[src/rtl/execute_hi_lo_unit.sv]
// Execute-stage iterative multiply/divide unit owning the architectural HI/LO pair.
// One product/quotient bit per cycle; hazard stall is raised for HI/LO instructions while busy.
module execute_hi_lo_unit #(
  parameter int                 WIDTH     = 32,
  parameter logic [WIDTH-1:0]   DIV0_QUOT = {WIDTH{1'b1}}
) (
  input  logic             clk,
  input  logic             clear_n,
  input  logic             hi_lo_register_write_execute,
  input  logic [5:0]       ALU_function_execute,
  input  logic [WIDTH-1:0] src_a_execute,
  input  logic [WIDTH-1:0] src_b_execute,
  output logic [WIDTH-1:0] hi_lo_read_data_execute,
  output logic             hi_lo_stall_execute,
  output logic             busy,
  output logic [WIDTH-1:0] hi_out,
  output logic [WIDTH-1:0] lo_out
);

  localparam logic [5:0] F_MFHI  = 6'h10;
  localparam logic [5:0] F_MTHI  = 6'h11;
  localparam logic [5:0] F_MFLO  = 6'h12;
  localparam logic [5:0] F_MTLO  = 6'h13;
  localparam logic [5:0] F_MULT  = 6'h18;
  localparam logic [5:0] F_MULTU = 6'h19;
  localparam logic [5:0] F_DIV   = 6'h1A;
  localparam logic [5:0] F_DIVU  = 6'h1B;
  localparam int         CW      = (WIDTH > 1) ? $clog2(WIDTH) : 1;

  typedef enum logic [1:0] {S_IDLE, S_MUL, S_DIV} state_t;

  state_t                 state;
  logic [CW-1:0]          count;
  logic [2*WIDTH-1:0]     acc;
  logic [WIDTH-1:0]       op;
  logic [WIDTH-1:0]       a_raw;
  logic                   neg_q;
  logic                   neg_r;
  logic                   div0;
  logic [WIDTH-1:0]       hi_q;
  logic [WIDTH-1:0]       lo_q;

  // Magnitude of a two's-complement operand when the op is signed.
  function automatic logic [WIDTH-1:0] mag(input logic signed [WIDTH-1:0] v,
                                           input logic is_signed);
    if (is_signed && v[WIDTH-1]) return -v;
    return v;
  endfunction

  function automatic logic [WIDTH-1:0] neg_w(input logic [WIDTH-1:0] v, input logic en);
    return en ? -v : v;
  endfunction

  function automatic logic [2*WIDTH-1:0] neg_2w(input logic [2*WIDTH-1:0] v, input logic en);
    return en ? -v : v;
  endfunction

  logic             wr;
  logic [5:0]       funct;
  logic             idle;
  logic             is_hilo_funct;
  logic             is_start_funct;
  logic             start;
  logic             mt_hi;
  logic             mt_lo;
  logic             op_signed;
  logic             op_is_mul;

  assign wr             = hi_lo_register_write_execute;
  assign funct          = ALU_function_execute;
  assign idle           = (state == S_IDLE);
  assign is_start_funct = (funct == F_MULT) || (funct == F_MULTU) ||
                          (funct == F_DIV)  || (funct == F_DIVU);
  assign is_hilo_funct  = is_start_funct || (funct == F_MFHI) || (funct == F_MTHI) ||
                          (funct == F_MFLO) || (funct == F_MTLO);
  assign start          = wr && idle && is_start_funct;
  assign mt_hi          = wr && idle && (funct == F_MTHI);
  assign mt_lo          = wr && idle && (funct == F_MTLO);
  assign op_signed      = (funct == F_MULT) || (funct == F_DIV);
  assign op_is_mul      = (funct == F_MULT) || (funct == F_MULTU);

  logic [WIDTH-1:0] sa_mag;
  logic [WIDTH-1:0] sb_mag;
  logic             sign_diff;

  assign sa_mag    = mag(src_a_execute, op_signed);
  assign sb_mag    = mag(src_b_execute, op_signed);
  assign sign_diff = op_signed && (src_a_execute[WIDTH-1] ^ src_b_execute[WIDTH-1]);

  // Shift-add step: acc = {partial product high, remaining multiplier bits}.
  logic [WIDTH:0]     mul_sum;
  logic [2*WIDTH-1:0] mul_next;
  logic [2*WIDTH-1:0] mul_res;

  assign mul_sum  = {1'b0, acc[2*WIDTH-1:WIDTH]} + (acc[0] ? {1'b0, op} : '0);
  assign mul_next = {mul_sum, acc[WIDTH-1:1]};
  assign mul_res  = neg_2w(mul_next, neg_q);

  // Restoring step: acc = {partial remainder, dividend bits / quotient bits}.
  // For a nonzero divisor the remainder stays below it, so bit WIDTH of the trial is a clean borrow.
  logic [WIDTH:0]     div_trial;
  logic               div_ok;
  logic [2*WIDTH-1:0] div_next;
  logic [WIDTH-1:0]   div_lo;
  logic [WIDTH-1:0]   div_hi;

  assign div_trial = {acc[2*WIDTH-1:WIDTH], acc[WIDTH-1]} - {1'b0, op};
  assign div_ok    = !div_trial[WIDTH];
  assign div_next  = div_ok ? {div_trial[WIDTH-1:0], acc[WIDTH-2:0], 1'b1}
                            : {acc[2*WIDTH-2:0], 1'b0};
  assign div_lo    = div0 ? DIV0_QUOT : neg_w(div_next[WIDTH-1:0], neg_q);
  assign div_hi    = div0 ? a_raw     : neg_w(div_next[2*WIDTH-1:WIDTH], neg_r);

  always_ff @(posedge clk or negedge clear_n) begin
    if (!clear_n) begin
      state <= S_IDLE;
      count <= '0;
      acc   <= '0;
      op    <= '0;
      a_raw <= '0;
      neg_q <= 1'b0;
      neg_r <= 1'b0;
      div0  <= 1'b0;
      busy  <= 1'b0;
      hi_q  <= '0;
      lo_q  <= '0;
    end else begin
      case (state)
        S_IDLE: begin
          if (start) begin
            busy  <= 1'b1;
            count <= CW'(WIDTH - 1);
            a_raw <= src_a_execute;
            neg_q <= sign_diff;
            if (op_is_mul) begin
              state <= S_MUL;
              op    <= sa_mag;
              acc   <= {{WIDTH{1'b0}}, sb_mag};
              neg_r <= 1'b0;
              div0  <= 1'b0;
            end else begin
              state <= S_DIV;
              op    <= sb_mag;
              acc   <= {{WIDTH{1'b0}}, sa_mag};
              neg_r <= op_signed && src_a_execute[WIDTH-1];
              div0  <= (src_b_execute == '0);
            end
          end else begin
            if (mt_hi) hi_q <= src_a_execute;
            if (mt_lo) lo_q <= src_a_execute;
          end
        end
        S_MUL: begin
          acc <= mul_next;
          if (count == '0) begin
            hi_q  <= mul_res[2*WIDTH-1:WIDTH];
            lo_q  <= mul_res[WIDTH-1:0];
            busy  <= 1'b0;
            state <= S_IDLE;
          end else begin
            count <= count - 1'b1;
          end
        end
        S_DIV: begin
          acc <= div_next;
          if (count == '0) begin
            hi_q  <= div_hi;
            lo_q  <= div_lo;
            busy  <= 1'b0;
            state <= S_IDLE;
          end else begin
            count <= count - 1'b1;
          end
        end
        default: begin
          state <= S_IDLE;
          busy  <= 1'b0;
        end
      endcase
    end
  end

  assign hi_out                  = hi_q;
  assign lo_out                  = lo_q;
  assign hi_lo_read_data_execute = (funct == F_MFHI) ? hi_q : lo_q;
  assign hi_lo_stall_execute     = busy && wr && is_hilo_funct;

endmodule
[config.mk]
export PLATFORM = sky130hd
export DESIGN_NAME = execute_hi_lo_unit
export DESIGN_NICKNAME = d
export VERILOG_FILES = /design/src/rtl/execute_hi_lo_unit.sv
export SDC_FILE = /design/constraint.sdc
export NUM_CORES = 1
export LEC_CHECK = 0
export ABC_AREA = 1
export BUFFER_PORTS_ARGS = -buffer_cell sky130_fd_sc_hd__buf_4
export CORE_MARGIN = 2
export CORE_UTILIZATION = 40
export CTS_CLUSTER_SIZE = 20
export DETAILED_ROUTE_END_ITERATION = 7
export PLACE_DENSITY = 0.57
export SYNTH_ARGS = -nofsm -noshare
export SYNTH_HDL_FRONTEND = slang
export SYNTH_SLANG_ARGS = --single-unit
[constraint.sdc]
create_clock -name clk -period 3.8 [get_ports clk]
set_clock_uncertainty 0.1 [all_clocks]
set_input_delay 0.19 -clock clk [delete_from_list [all_inputs] [get_ports clk]]
set_output_delay 0.19 -clock clk [all_outputs]
set_load 0.03 [all_outputs]
==> flow_summary.rst <==
.. list-table::
   :header-rows: 1

   * - Metric
     - Value
   * - Die Width
     - 235 um
   * - Commonest non-fill, non-tap cells in the layout
     - 996 x sky130_fd_sc_hd__nand2_1, 530 x sky130_fd_sc_hd__buf_4, 459 x sky130_fd_sc_hd__inv_1
   * - Top cell type by total area after synthesis
     - sky130_fd_sc_hd__dfrtp_1
   * - Die height
     - 235 um
   * - Number of I/O pins
     - 171
   * - Flop and latch count out of synthesis
     - 203
   * - Highest ir drop seen on vdd
     - 0.000592 V
   * - Endpoints failing setup
     - 0
   * - Area share of the largest cell type after synthesis
     - 0.237
   * - Area of the multi-input gates
     - 14800 um2
   * - Result of the run
     - finished, violations left
   * - Detailed-route DRC error count
     - 2
   * - Via density per instance
     - 5.53
   * - Achievable frequency
     - 271 MHz
   * - Worst-margin pin slew
     - 1.04 ns
   * - Critical path peak fanout
     - 9
   * - Worst slew slack as a fraction of its limit
     - 0.300
   * - Share of async-settable or async-resettable flops after synthesis
     - 1.00
   * - Leading cell type in the layout, fill and taps excluded
     - sky130_fd_sc_hd__nand2_1
   * - Final hold slack
     - 0.000546 ns
   * - Number of nets in the layout
     - 4233
   * - Core box area
     - 52800 um2
   * - Antenna Nets Post-Route
     - 0
   * - Arrival @ worst endpoint
     - 4.03 ns
   * - Antenna cell count
     - 0
   * - First DRT Iteration DRCs
     - 3319
   * - Slack of the critical path
     - 0.110 ns
   * - Violated checks
     - DRC
   * - Worst hold stages
     - 4
   * - Kind of start point of the critical path
     - flop
   * - Detail-routed net length per standard cell
     - 21.8 um
   * - CTS tree
     - yes
   * - Initial antenna violation count
     - 3
   * - Total nets after synthesis
     - 3763
   * - Clock root cell
     - sky130_fd_sc_hd__clkbuf_16
   * - Global-route wire length before repair
     - 154000 um
   * - Via count of the first global-routing pass
     - 24.7k
   * - Endpoint class of the critical path
     - flop
   * - Number of buffers on the longest clock path
     - 3
   * - Most instantiated flip-flop cell in the synthesis netlist
     - sky130_fd_sc_hd__dfrtp_1
   * - Input/output buffers
     - 170
   * - Hold crit path type
     - input port to flop
   * - Hold violation count in the final report
     - 0
   * - Distinct cell type count of the synthesized netlist
     - 61
   * - Maximum level of the CTS H-tree
     - 1
   * - Post-detail-place hpwl
     - 83000 um
   * - Total wire length
     - 104000 um
   * - Data required time at the worst endpoint
     - 4.14 ns
   * - Count of flip-flops with a built-in enable after synthesis
     - 0
   * - Fin crit period
     - 3.69 ns
   * - Standard-cell row count
     - 84
   * - Max-capacitance violation count
     - 0
   * - Setup repair after global routing missed its margin
     - true
   * - Final period util
     - 0.971
   * - Total of fill cells in the finished design
     - 5506
   * - Standby leakage power
     - 14.7 nW
   * - Mean instance size in the synthesized netlist
     - 5.92 um2
   * - Count of pins over their slew limit
     - 0
   * - Pin count of the biggest net entering global routing
     - 102
   * - P per Cell Area
     - 665 nW/um2
   * - Total number of vias
     - 26.5k
   * - Starting utilization of the core area
     - 0.406
   * - GR Util All Layers
     - 0.362
   * - Total Die Area
     - 55400 um2
   * - TritonCTS buffer count
     - 26
   * - DR pass1 iterations
     - 8
   * - Share of cells above drive strength 1
     - 0.214
   * - Syn. warnings
     - 0
   * - Mapped Cells
     - 3614
   * - Clock transition at path regs
     - 0.06 ns
   * - Relative area change from synthesis to final layout
     - 31.7%
   * - Num Clock Sinks
     - 203
   * - Logic depth of the worst register-to-register path
     - 25
   * - Setup Crit Path Kind
     - flop to flop
   * - DP Worst Slack
     - -0.00988 ns
   * - Largest cells by area after synthesis
     - sky130_fd_sc_hd__dfrtp_1 24%, sky130_fd_sc_hd__nand2_1 18%, sky130_fd_sc_hd__inv_1 8.3%
   * - Worst-skew pair later-pin latency
     - 0.57 ns
   * - Placer's final routability congestion estimate
     - 1.04
   * - Sequential cell area
     - 5090 um2
   * - Total grt overflow
     - 0
   * - Layout Utilization
     - 0.534
   * - Sequential-to-total area share from yosys stat
     - 0.237
   * - Mapped Area
     - 21400 um2
-- worst paths after layout --
path | start | endpoint | slack (ns)
worst max-delay path | acc[31] | lo_out[27] | 0.11
worst min-delay path | src_b_execute[2] | op[2] | 0.0005
worst max register to register | acc[31] | lo_out[27] | 0.11
worst min register to register | a_raw[6] | a_raw[6] | 0.37
max in group asynchronous | clear_n | hi_out[18] | 2.60
min in group asynchronous | clear_n | acc[54] | 0.12
-- repair_timing --
action,4_1_cts,5_1_grt
pin swaps,0,33
endpoints found under the setup margin,3,42
cloned,0,3
resized for setup,5,232
endpoints found under the hold margin,129,0
setup buffers,0,20
hold buffers,41,0
-- through the flow --
step           TNS [ns]  cell area, um2  total power, mW  instances
2_1_floorplan         0           21400             10.0       3614
3_3_place_gp    -0.0104           25700             15.0       4680
3_5_place_dp    -0.0155           25700             15.0       4680
4_1_cts               0           27000             17.9       4768
5_1_grt          -0.945           28200             19.8       4791
6_report              0           28200             18.7       4791
-- worst max-delay path: stages (launching register included) --
cell and delay, ns:
sky130_fd_sc_hd__dfrtp_1 0.34, sky130_fd_sc_hd__inv_1 0.06, sky130_fd_sc_hd__ha_2 0.19, sky130_fd_sc_hd__fa_2 0.37
sky130_fd_sc_hd__inv_2 0.07, sky130_fd_sc_hd__nand2_1 0.06, sky130_fd_sc_hd__nand2_2 0.08, sky130_fd_sc_hd__nand3_1 0.08
sky130_fd_sc_hd__nand2_2 0.10, sky130_fd_sc_hd__nand2_4 0.06, sky130_fd_sc_hd__nand2_4 0.06, sky130_fd_sc_hd__nand2_4 0.08
sky130_fd_sc_hd__nand2_4 0.09, sky130_fd_sc_hd__nand2_2 0.07, sky130_fd_sc_hd__nand2_4 0.14, sky130_fd_sc_hd__buf_12 0.14
sky130_fd_sc_hd__buf_6 0.15, sky130_fd_sc_hd__nand2_1 0.07, sky130_fd_sc_hd__nand2_2 0.13, sky130_fd_sc_hd__inv_2 0.05
sky130_fd_sc_hd__or2_1 0.24, sky130_fd_sc_hd__xor2_1 0.16, sky130_fd_sc_hd__o21ai_1 0.12, sky130_fd_sc_hd__o21ai_1 0.19
sky130_fd_sc_hd__a21oi_1 0.24, sky130_fd_sc_hd__o21ai_1 0.07
-- state kept, by name, indices dropped and copies added, names as in the netlist --
signal	flops
acc	64
a_raw	32
hi_out	32
lo_out	32
op	32
count	5
state	2
busy	1
div0	1
neg_q	1
neg_r	1
-- cell usage after synthesis, types with 8 or more instances --
master                     instances
sky130_fd_sc_hd__dfrtp_1         203
sky130_fd_sc_hd__xnor2_1          19
sky130_fd_sc_hd__o211ai_1         25
sky130_fd_sc_hd__nand2_2          25
sky130_fd_sc_hd__o21ai_1          22
sky130_fd_sc_hd__ha_1             74
sky130_fd_sc_hd__nand3_1         226
sky130_fd_sc_hd__xor2_1           92
sky130_fd_sc_hd__nor3_1           39
sky130_fd_sc_hd__nand3b_1         13
sky130_fd_sc_hd__buf_1            15
sky130_fd_sc_hd__a21oi_1         178
sky130_fd_sc_hd__o21ai_0         294
sky130_fd_sc_hd__inv_1           476
sky130_fd_sc_hd__mux2_2           28
sky130_fd_sc_hd__clkbuf_1        113
sky130_fd_sc_hd__nand2_4           8
sky130_fd_sc_hd__nor4_1           14
sky130_fd_sc_hd__a31oi_1          19
sky130_fd_sc_hd__o22ai_1          84
sky130_fd_sc_hd__nand2_1        1044
sky130_fd_sc_hd__nand4_1          31
sky130_fd_sc_hd__nor2_2           11
sky130_fd_sc_hd__nor2_1          449
-- final cells by class --
| type | count | share of cell area |
|---|---|---|
| clock buffers | 34 | 0.0267 |
| inverters | 484 | 0.0645 |
| repair buffers | 586 | 0.165 |
| multi-input cells | 2783 | 0.526 |
| clock inverters | 13 | 0.00701 |
| well taps | 688 | 0.0305 |
| flip-flops and latches | 203 | 0.181 |
-- logic make-up after synthesis --
logic type / after synthesis / share of synthesized area
muxes: 28 / 0.0147
buffers and inverters: 629 / 0.114
AOI/OAI and AO/OA: 687 / 0.180
xor gates and xnor gates: 111 / 0.0454
DFF: 203 / 0.237
and+or+nand+nor: 1880 / 0.364
adders and majority gates: 76 / 0.0451
-- routing by layer --
metal,wire [um],vias to the layer above,GRT usage
li1,-,12600,-
met3,9890,265,0.0652
met2,44700,1303,0.561
met1,44100,12300,0.493
met5,21,-,0
met4,5650,4,0.154
-- power by group --
group | leakage [nW] | internal [mW] | switching (mW)
Combinational | 11.7 | 4.34 | 7.83
Clock | 0.473 | 1.73 | 1.11
Sequential | 2.48 | 2.97 | 0.768
Total | 14.7 | 9.04 | 9.71
Power figures use the tool's default switching activity.
